==> src/rtl/instr_fetch_queue.sv <==
// Instruction fetch queue: issues in-order fetch requests to instruction memory,
// tags each response with the pc it was fetched from, and buffers it for decode.
// A redirect flushes the buffer and drains responses that are still in flight.
module instr_fetch_queue #(
    parameter int ADDR_W = 10,
    parameter int DATA_W = 16,
    parameter int DEPTH  = 4
) (
    input  logic              clk,
    input  logic              reset,
    input  logic              redirect_valid,
    input  logic [ADDR_W-1:0] redirect_addr,
    output logic              imem_req_valid,
    output logic [ADDR_W-1:0] imem_req_addr,
    input  logic              imem_req_ready,
    input  logic              imem_rsp_valid,
    input  logic [DATA_W-1:0] imem_rsp_data,
    output logic              instr_valid,
    output logic [DATA_W-1:0] instr_data,
    output logic [ADDR_W-1:0] instr_pc,
    input  logic              instr_ready
);
    localparam int PTR_W = $clog2(DEPTH);
    localparam int CNT_W = PTR_W + 1;

    typedef struct packed {
        logic [DATA_W-1:0] data;
        logic [ADDR_W-1:0] pc;
    } entry_t;

    typedef enum logic {FETCH, DRAIN} state_t;

    state_t            state_q, state_d;
    logic [ADDR_W-1:0] fetch_addr, tag_ptr;
    logic [CNT_W-1:0]  occupancy, outstanding, discard;
    logic [CNT_W-1:0]  outstanding_after_rsp;
    logic [CNT_W:0]    inflight;
    logic [PTR_W-1:0]  rd_ptr, wr_ptr;
    entry_t            fifo_mem [DEPTH];
    entry_t            head;
    logic              rsp_fire, req_fire, push, pop;

    // A response with nothing outstanding (e.g. one left over from before a reset) is ignored.
    assign rsp_fire              = imem_rsp_valid && (outstanding != '0);
    assign outstanding_after_rsp = outstanding - CNT_W'(rsp_fire);
    assign inflight              = {1'b0, occupancy} + {1'b0, outstanding};
    assign req_fire              = imem_req_valid && imem_req_ready;
    assign imem_req_addr         = fetch_addr;

    // Decode sees nothing during a redirect cycle, so no pop can happen alongside the flush.
    assign instr_valid = !reset && !redirect_valid && (occupancy != '0);
    assign pop         = instr_valid && instr_ready;
    assign head        = fifo_mem[rd_ptr];
    assign instr_data  = (occupancy != '0) ? head.data : '0;
    assign instr_pc    = (occupancy != '0) ? head.pc   : '0;

    // State register.
    always_ff @(posedge clk) begin
        if (reset) state_q <= FETCH;
        else       state_q <= state_d;
    end

    // Next state, request issue and FIFO push decision.
    always_comb begin
        state_d        = state_q;
        imem_req_valid = 1'b0;
        push           = 1'b0;
        if (!reset) begin
            if (redirect_valid) begin
                state_d = (outstanding_after_rsp != '0) ? DRAIN : FETCH;
            end else begin
                case (state_q)
                    FETCH: begin
                        // Outstanding requests reserve FIFO slots, so a push can never overflow.
                        imem_req_valid = inflight < (CNT_W+1)'(DEPTH);
                        push           = rsp_fire;
                    end
                    DRAIN: begin
                        if (rsp_fire && discard == CNT_W'(1)) state_d = FETCH;
                    end
                    default: state_d = FETCH;
                endcase
            end
        end
    end

    // Counters, pointers and fetch/tag addresses.
    always_ff @(posedge clk) begin
        if (reset) begin
            fetch_addr  <= '0;
            tag_ptr     <= '0;
            occupancy   <= '0;
            outstanding <= '0;
            discard     <= '0;
            rd_ptr      <= '0;
            wr_ptr      <= '0;
        end else if (redirect_valid) begin
            // Everything still in flight becomes garbage; a response landing now is dropped.
            fetch_addr  <= redirect_addr;
            tag_ptr     <= redirect_addr;
            occupancy   <= '0;
            rd_ptr      <= '0;
            wr_ptr      <= '0;
            outstanding <= outstanding_after_rsp;
            discard     <= outstanding_after_rsp;
        end else begin
            if (req_fire) fetch_addr <= fetch_addr + ADDR_W'(1);
            outstanding <= outstanding + CNT_W'(req_fire) - CNT_W'(rsp_fire);
            if (push) begin
                wr_ptr  <= wr_ptr + PTR_W'(1);
                tag_ptr <= tag_ptr + ADDR_W'(1);
            end
            if (pop) rd_ptr <= rd_ptr + PTR_W'(1);
            occupancy <= occupancy + CNT_W'(push) - CNT_W'(pop);
            if (state_q == DRAIN && rsp_fire) discard <= discard - CNT_W'(1);
        end
    end

    // FIFO storage: data paired with the pc it was fetched from.
    always_ff @(posedge clk) begin
        if (push) fifo_mem[wr_ptr] <= '{data: imem_rsp_data, pc: tag_ptr};
    end

    // Buffered plus in-flight fetches never exceed the FIFO capacity.
    assert property (@(posedge clk) disable iff (reset) inflight <= (CNT_W+1)'(DEPTH));

endmodule

==> config.mk <==
export PLATFORM = sky130hd
export DESIGN_NAME = instr_fetch_queue
export DESIGN_NICKNAME = d
export VERILOG_FILES = /design/src/rtl/instr_fetch_queue.sv
export SDC_FILE = /design/constraint.sdc
export NUM_CORES = 1
export LEC_CHECK = 0
export BUFFER_PORTS_ARGS = -buffer_cell sky130_fd_sc_hd__buf_2
export CAP_MARGIN = 20
export CORE_MARGIN = 2
export CORE_UTILIZATION = 54
export CTS_BUF_LIST = sky130_fd_sc_hd__clkbuf_4 sky130_fd_sc_hd__clkbuf_8
export DETAILED_ROUTE_END_ITERATION = 16
export GPL_ROUTABILITY_DRIVEN = 0
export PLACE_DENSITY = 0.87
export SLEW_MARGIN = 20
export SYNTH_ARGS = -nofsm -noshare
export SYNTH_HDL_FRONTEND = slang
export SYNTH_SLANG_ARGS = --single-unit
==> constraint.sdc <==
create_clock -name clk -period 3.1 [get_ports clk]
set_clock_uncertainty 0.15 [all_clocks]
set_input_delay 0.155 -clock clk [delete_from_list [all_inputs] [get_ports clk]]
set_output_delay 0.155 -clock clk [all_outputs]
set_load 0.005 [all_outputs]
* Word-level counts from Yosys, hierarchy flattened
Memories as Yosys holds them, arrays and structs flattened. A register that Yosys moved wholly into a read port is not among the register bits.
Index checks and enable logic that the tools add are counted.
W data, S select, Z words.
** Word-level totals
- Logic and storage cells :: 61
- Output and inout bits :: 38
- Bits in writable memories :: 104
- Memories kept :: 1
- Register bits :: 34
** Memory list
- fifo_mem :: depth 4, bits a word 26, rd ports 1, clocked after Yosys merged registers in 1, wr ports 1, RTL line 39 : entry_t fifo_mem [DEPTH];
** Operators by class
- Order comparisons :: 1
- $add $sub $neg :: 11
- Reductions and logical operators :: 16
- Multiplexer cells :: 23
- Equal/unequal tests :: 1
** Operator list (count)
- $mux W10 :: 5
- $add A10 B1 Y10 const B :: 2
- $mux W16 :: 1
- $mux W1 :: 12
- $mux W3 :: 3
- $reduce_bool A3 Y1 :: 3
- $sub A3 B1 Y3 :: 3
- $logic_and A1 B1 Y1 :: 7
- $add A3 B1 Y3 :: 2
- $reduce_bool A2 Y1 :: 3
- $add A2 B1 Y2 const B :: 2
- $add A3 B3 Y4 :: 1
- $lt A4 B3 Y1 const B :: 1
- $mux W2 :: 2
- $eq A3 B1 Y1 const B :: 1
- $sub A3 B1 Y3 const B :: 1
- $logic_not A1 Y1 :: 2
- $reduce_or A2 Y1 :: 1

* Longest topological paths before layout
- Depth after elaboration :: 9
- Gate-level depth with buffers :: 13
- Mapped depth without buffers :: 12

* Worst setup path after synthesis
No wires, ideal clock.
- Path kind :: register to register
- Start :: reg outstanding[1]
- End :: reg outstanding[2]
- Data required time :: 2.822 ns
- Library setup time :: 0.128 ns
- Path buffers :: 1
- Arrival :: 2.652 ns
- Cell stages (with the launch flop) :: 14
- Setup slack :: 0.171 ns
- Path through :: dfxtp_1 -> ha_1 -> a311oi_2 -> and3_1 -> buf_6 -> inv_6 -> ha_1 -> inv_1 -> ha_1 -> fa_1 -> xor2_1 -> o21ai_0 -> xnor2_1 -> nor2_1
** Between the ends
- Longest elaborated chain between the ends :: 9
- Elaborated cells between the ends (all ways) :: 12
** Ends and longest elaborated chain
- start, declared :: RTL line 35 : logic [CNT_W-1:0] occupancy, outstanding, discard;
- start signal, assigned :: RTL line 104 : outstanding <= outstanding_after_rsp;
- start signal, assigned :: RTL line 108 : outstanding <= outstanding + CNT_W'(req_fire) - CNT_W'(rsp_fire);
- $add A3 B3 Y4 :: RTL line 46 : assign inflight = {1'b0, occupancy} + {1'b0, outstanding};
- $lt A4 B3 Y1 :: RTL line 75 : imem_req_valid = inflight < (CNT_W+1)'(DEPTH);
- $mux W1 :: RTL line 72 : case (state_q)
- $mux W1 :: RTL line 69 : if (redirect_valid) begin
- $mux W1 :: RTL line 68 : if (!reset) begin
- $logic_and A1 B1 Y1 :: RTL line 47 : assign req_fire = imem_req_valid && imem_req_ready;
- $add A3 B1 Y3 :: RTL line 108
- $sub A3 B1 Y3 :: RTL line 108
- $mux W3 (*) :: RTL line 97 : end else if (redirect_valid) begin
Every way passes the cells marked *; elsewhere a longest branch is shown, timed or not.
A chain may end at the register's enable or synchronous reset.

* Final worst setup path
- Start :: reg occupancy[1]
- End :: reg outstanding[2]
** Between the ends
- Longest elaborated chain between the ends :: 9
** Ends and longest elaborated chain
- start, declared :: RTL line 35
- start signal, assigned :: RTL line 114 : occupancy <= occupancy + CNT_W'(push) - CNT_W'(pop);
- $add A3 B3 Y4 :: RTL line 46
- $lt A4 B3 Y1 :: RTL line 75
- $mux W1 :: RTL line 72
- $mux W1 :: RTL line 69
- $mux W1 :: RTL line 68
- $logic_and A1 B1 Y1 :: RTL line 47
- $add A3 B1 Y3 :: RTL line 108
- $sub A3 B1 Y3 :: RTL line 108
- $mux W3 :: RTL line 97
Every way passes these cells.

==> impl_metrics.tcl <==
set metrics [dict create \
    dieWidth_um 109 \
    p_leak_nw 2.62 \
    max_cap_violations 0 \
    final-max-slew-violation-count 0 \
    route.vias.total 3756 \
    cts_htree_levels 4 \
    worst_ep_required_time_ps 3290 \
    ys_types 48 \
    grt_first_pass_wirelength_mm 18.6 \
    max-vdd-ir-drop_mv 0.515 \
    antenna_cells 0 \
    area_growth_pct 20.3 \
    timing.final.hold_violations 0 \
    fin_ws_ps 157 \
    cp_cell_sequence "ha_1 -> a311oi_2 -> and3_2 -> inv_6 -> ha_1 -> inv_1 -> ha_1 -> fa_1 -> xor2_1 -> o21ai_1 -> xnor2_1 -> nor2_1" \
    design.portCount 70 \
    critical_path.endpoint "outstanding[2]$_SDFF_PP0_" \
    first_pass_iters 5 \
    worst_setup_hold_path_clk_slew_ps 80 \
    synthDominantCellAreaShare 0.521 \
    endpoint_arrival_time_on_the_critical_path_ps 3130 \
    timing.critical_path.from "occupancy[1]$_SDFF_PP0_" \
    detail-route-antenna-nets 0 \
    r2r-end "outstanding[2]$_SDFF_PP0_" \
    synth_most_common_cell "sky130_fd_sc_hd__edfxtp_1" \
    cts_tree "built" \
    fill_cells 734 \
    hold_path.class "primary input to flop" \
    buffer_ports.inserted 69 \
    initialDrtViolationCount 189 \
    globalRouteTotalUtil 0.210 \
    fp.dieArea_sq_mm 0.0119 \
    final_nets 566 \
    crit_path_max_fanout 4 \
    regArea_sq_mm 0.00385 \
    placeableCoreArea_sq_mm 0.0108 \
    max-clock-path-buffers 2 \
    post_drt_via_cell_ratio 5.61 \
    async_sr_flop_fraction 0 \
    detail_route.drc_violations 0 \
    numCtsBuffers 17 \
    syn_inst 405 \
    worstSetupEndpointType "flop" \
    pwr_density_cell_mw_per_mm2 590 \
    yosysWarningCount 0 \
    setup-tns-final_ps 0 \
    worst-r2r-setup-slack_ps 160 \
    worstReg2RegStart "occupancy[1]$_SDFF_PP0_" \
    insertion_delay_ps 450 \
    chipHeight_um 109 \
    syn-cell-area_sq_mm 0.00599 \
    grt_antenna_before_repair 0 \
    type_of_origin_of_the_critical_path "flop" \
    ctsRootBufferMaster "sky130_fd_sc_hd__clkbuf_8" \
    routed_len_inst_um 17.1 \
    reg2regPathDepth 12 \
    synth_fp_nets 455 \
    synth-seq-area-share 0.642 \
    timing.setup.critical_path_class "flop to flop" \
    number_of_synthesized_flops_with_an_enable_pin 104 \
    synth_area_per_cell_sq_um 14.8 \
    grt_overflow_total 0 \
    tightest_slew_ps 860 \
    slew_headroom 0.426 \
    routed_wirelength_mm 11.5 \
    rsz0062_at_grt "false" \
    post_synth_main_area_contributors "sky130_fd_sc_hd__edfxtp_1 (52%), sky130_fd_sc_hd__dfxtp_1 (12%), sky130_fd_sc_hd__mux4_2 (9.8%)" \
    hpwlAfterDp_mm 7.31 \
    post_synth_most_frequent_cells "sky130_fd_sc_hd__edfxtp_1 (104), sky130_fd_sc_hd__dfxtp_1 (36), sky130_fd_sc_hd__mux4_2 (26), sky130_fd_sc_hd__nor2b_1 (26), sky130_fd_sc_hd__inv_1 (22)" \
    cts_setup_buffers 0 \
    layout_min_cycle_time_ps 2940 \
    run_status "completed" \
    start_util 0.553 \
    std_cell_rows 38 \
    multiInputGateArea_sq_mm 0.00197 \
    cts_sinks 140 \
    cp_slowest_stage_delay_ps 420 \
    yosys.area.top_type "sky130_fd_sc_hd__edfxtp_1" \
    timing.critical_path.slowest_stage_cell "sky130_fd_sc_hd__dfxtp_1" \
    dpl_worst_slack_ps 31.8 \
    critical-path-top-cell-by-count "sky130_fd_sc_hd__ha_1" \
    post_route_cells_drive_above_1_share 0.287 \
    number_of_global_route_vias_before_repair 3878 \
    final.period_utilization 0.949 \
    synth_seq_cells 140 \
    synth_flop_cell "sky130_fd_sc_hd__edfxtp_1" \
    max_freq_ghz 0.340 \
    finalSetupViolations 0 \
    maximum_number_of_pins_on_one_net_before_global_route_repair 29 \
]
-- worst min path at each step --
stage / startpoint / to / depth (start not counted)
finish: imem_req_ready / imem_req_addr[3]$_SDFFE_PP0P_ / 4
global placement: imem_rsp_data[11] / fifo_mem[3][21]$_DFFE_PP_ / 1
global route: reset / outstanding[2]$_SDFF_PP0_ / 3
detailed placement: imem_rsp_data[12] / fifo_mem[0][22]$_DFFE_PP_ / 1
floorplan: imem_rsp_data[0] / fifo_mem[0][10]$_DFFE_PP_ / 0
CTS: imem_req_ready / imem_req_addr[3]$_SDFFE_PP0P_ / 4
-- metal layers --
layer	global-route usage	routed length (um)	up-vias
met3	0.0522	643	16
met4	0.0805	171	0
met2	0.357	5830	131
li1	-	-	1759
met5	0	0	-
met1	0.260	4810	1850
-- flip-flops by register name (all words and copies together) (netlist names), named ones only --
register	flops
discard	3
tag_ptr	10
wr_ptr	2
imem_req_addr	10
occupancy	3
rd_ptr	2
outstanding	3
state_q	1
fifo_mem	104
-- report_power, final --
part	internal, mW	total, mW	leakage, nW	switching (mW)
sequential	2.11	2.21	1.24	0.102
combinational	0.293	0.613	1.18	0.320
clock	0.676	1.43	0.199	0.752
-- layout make-up --
class                      count  area share
clock buffer                  18      0.0335
clock inverter                14      0.0212
inverter                      23      0.0127
multi-input combinational    222       0.273
sequential                   140       0.534
tap                          140      0.0243
timing repair buffer         112       0.102
-- cell usage in the layout (no fill, tap or decap), types with 4 or more instances in the layout --
cell / count
sky130_fd_sc_hd__and2_1: 5
sky130_fd_sc_hd__and3_1: 7
sky130_fd_sc_hd__clkinv_4: 5
sky130_fd_sc_hd__inv_1: 22
sky130_fd_sc_hd__xnor2_1: 14
sky130_fd_sc_hd__buf_2: 69
sky130_fd_sc_hd__nor4_1: 4
sky130_fd_sc_hd__clkbuf_8: 17
sky130_fd_sc_hd__dfxtp_1: 34
sky130_fd_sc_hd__nand2_1: 18
sky130_fd_sc_hd__nor2b_1: 26
sky130_fd_sc_hd__xor2_1: 5
sky130_fd_sc_hd__inv_6: 4
sky130_fd_sc_hd__inv_8: 4
sky130_fd_sc_hd__a31oi_1: 4
sky130_fd_sc_hd__a21boi_0: 7
sky130_fd_sc_hd__buf_4: 16
sky130_fd_sc_hd__nand3_1: 5
sky130_fd_sc_hd__a21oi_1: 14
sky130_fd_sc_hd__nand4_1: 7
sky130_fd_sc_hd__nor3_1: 8
sky130_fd_sc_hd__dlygate4sd3_1: 27
sky130_fd_sc_hd__ha_1: 16
sky130_fd_sc_hd__nand2b_1: 4
sky130_fd_sc_hd__nor2_1: 14
sky130_fd_sc_hd__edfxtp_1: 104
sky130_fd_sc_hd__mux4_2: 26
-- repair_timing --
item / 4_1_cts / 5_1_grt
hold endpoints to repair: 88 / 0
hold buffers: 27 / 0
gates resized for setup: 0 / 3
endpoints found under the setup margin: 0 / 1
-- worst max-delay path, delay by kind of cell (launching register included) --
family,cells,cell delay (ps)
and+or+nand+nor,2,340
buffers and inverters,2,70
AOI/OAI and AO/OA,2,480
xor gates and xnor gates,2,290
DFF,1,420
adders and majority gates,4,1100
-- through the flow --
step            util  power [mW]  hold slack (ps)  instances  cell area (sq um)
2_1_floorplan      -        2.64              104        405               5990
3_3_place_gp   0.603        2.79              216        610               6540
3_5_place_dp   0.603        2.82              222        610               6540
4_1_cts        0.665        4.26             19.9        669               7210
5_1_grt        0.665        4.43             47.6        669               7210
6_report       0.665        4.25             42.2        669               7210
-- logic make-up after synthesis --
kind of cell	share of synthesized area
adders and majority gates	0.0401
buffers and inverters	0.0311
and+or+nand+nor	0.102
DFF	0.642
muxes	0.101
AOI/OAI and AO/OA	0.0558
xor gates and xnor gates	0.0278
(Power assumes the default switching activity.)
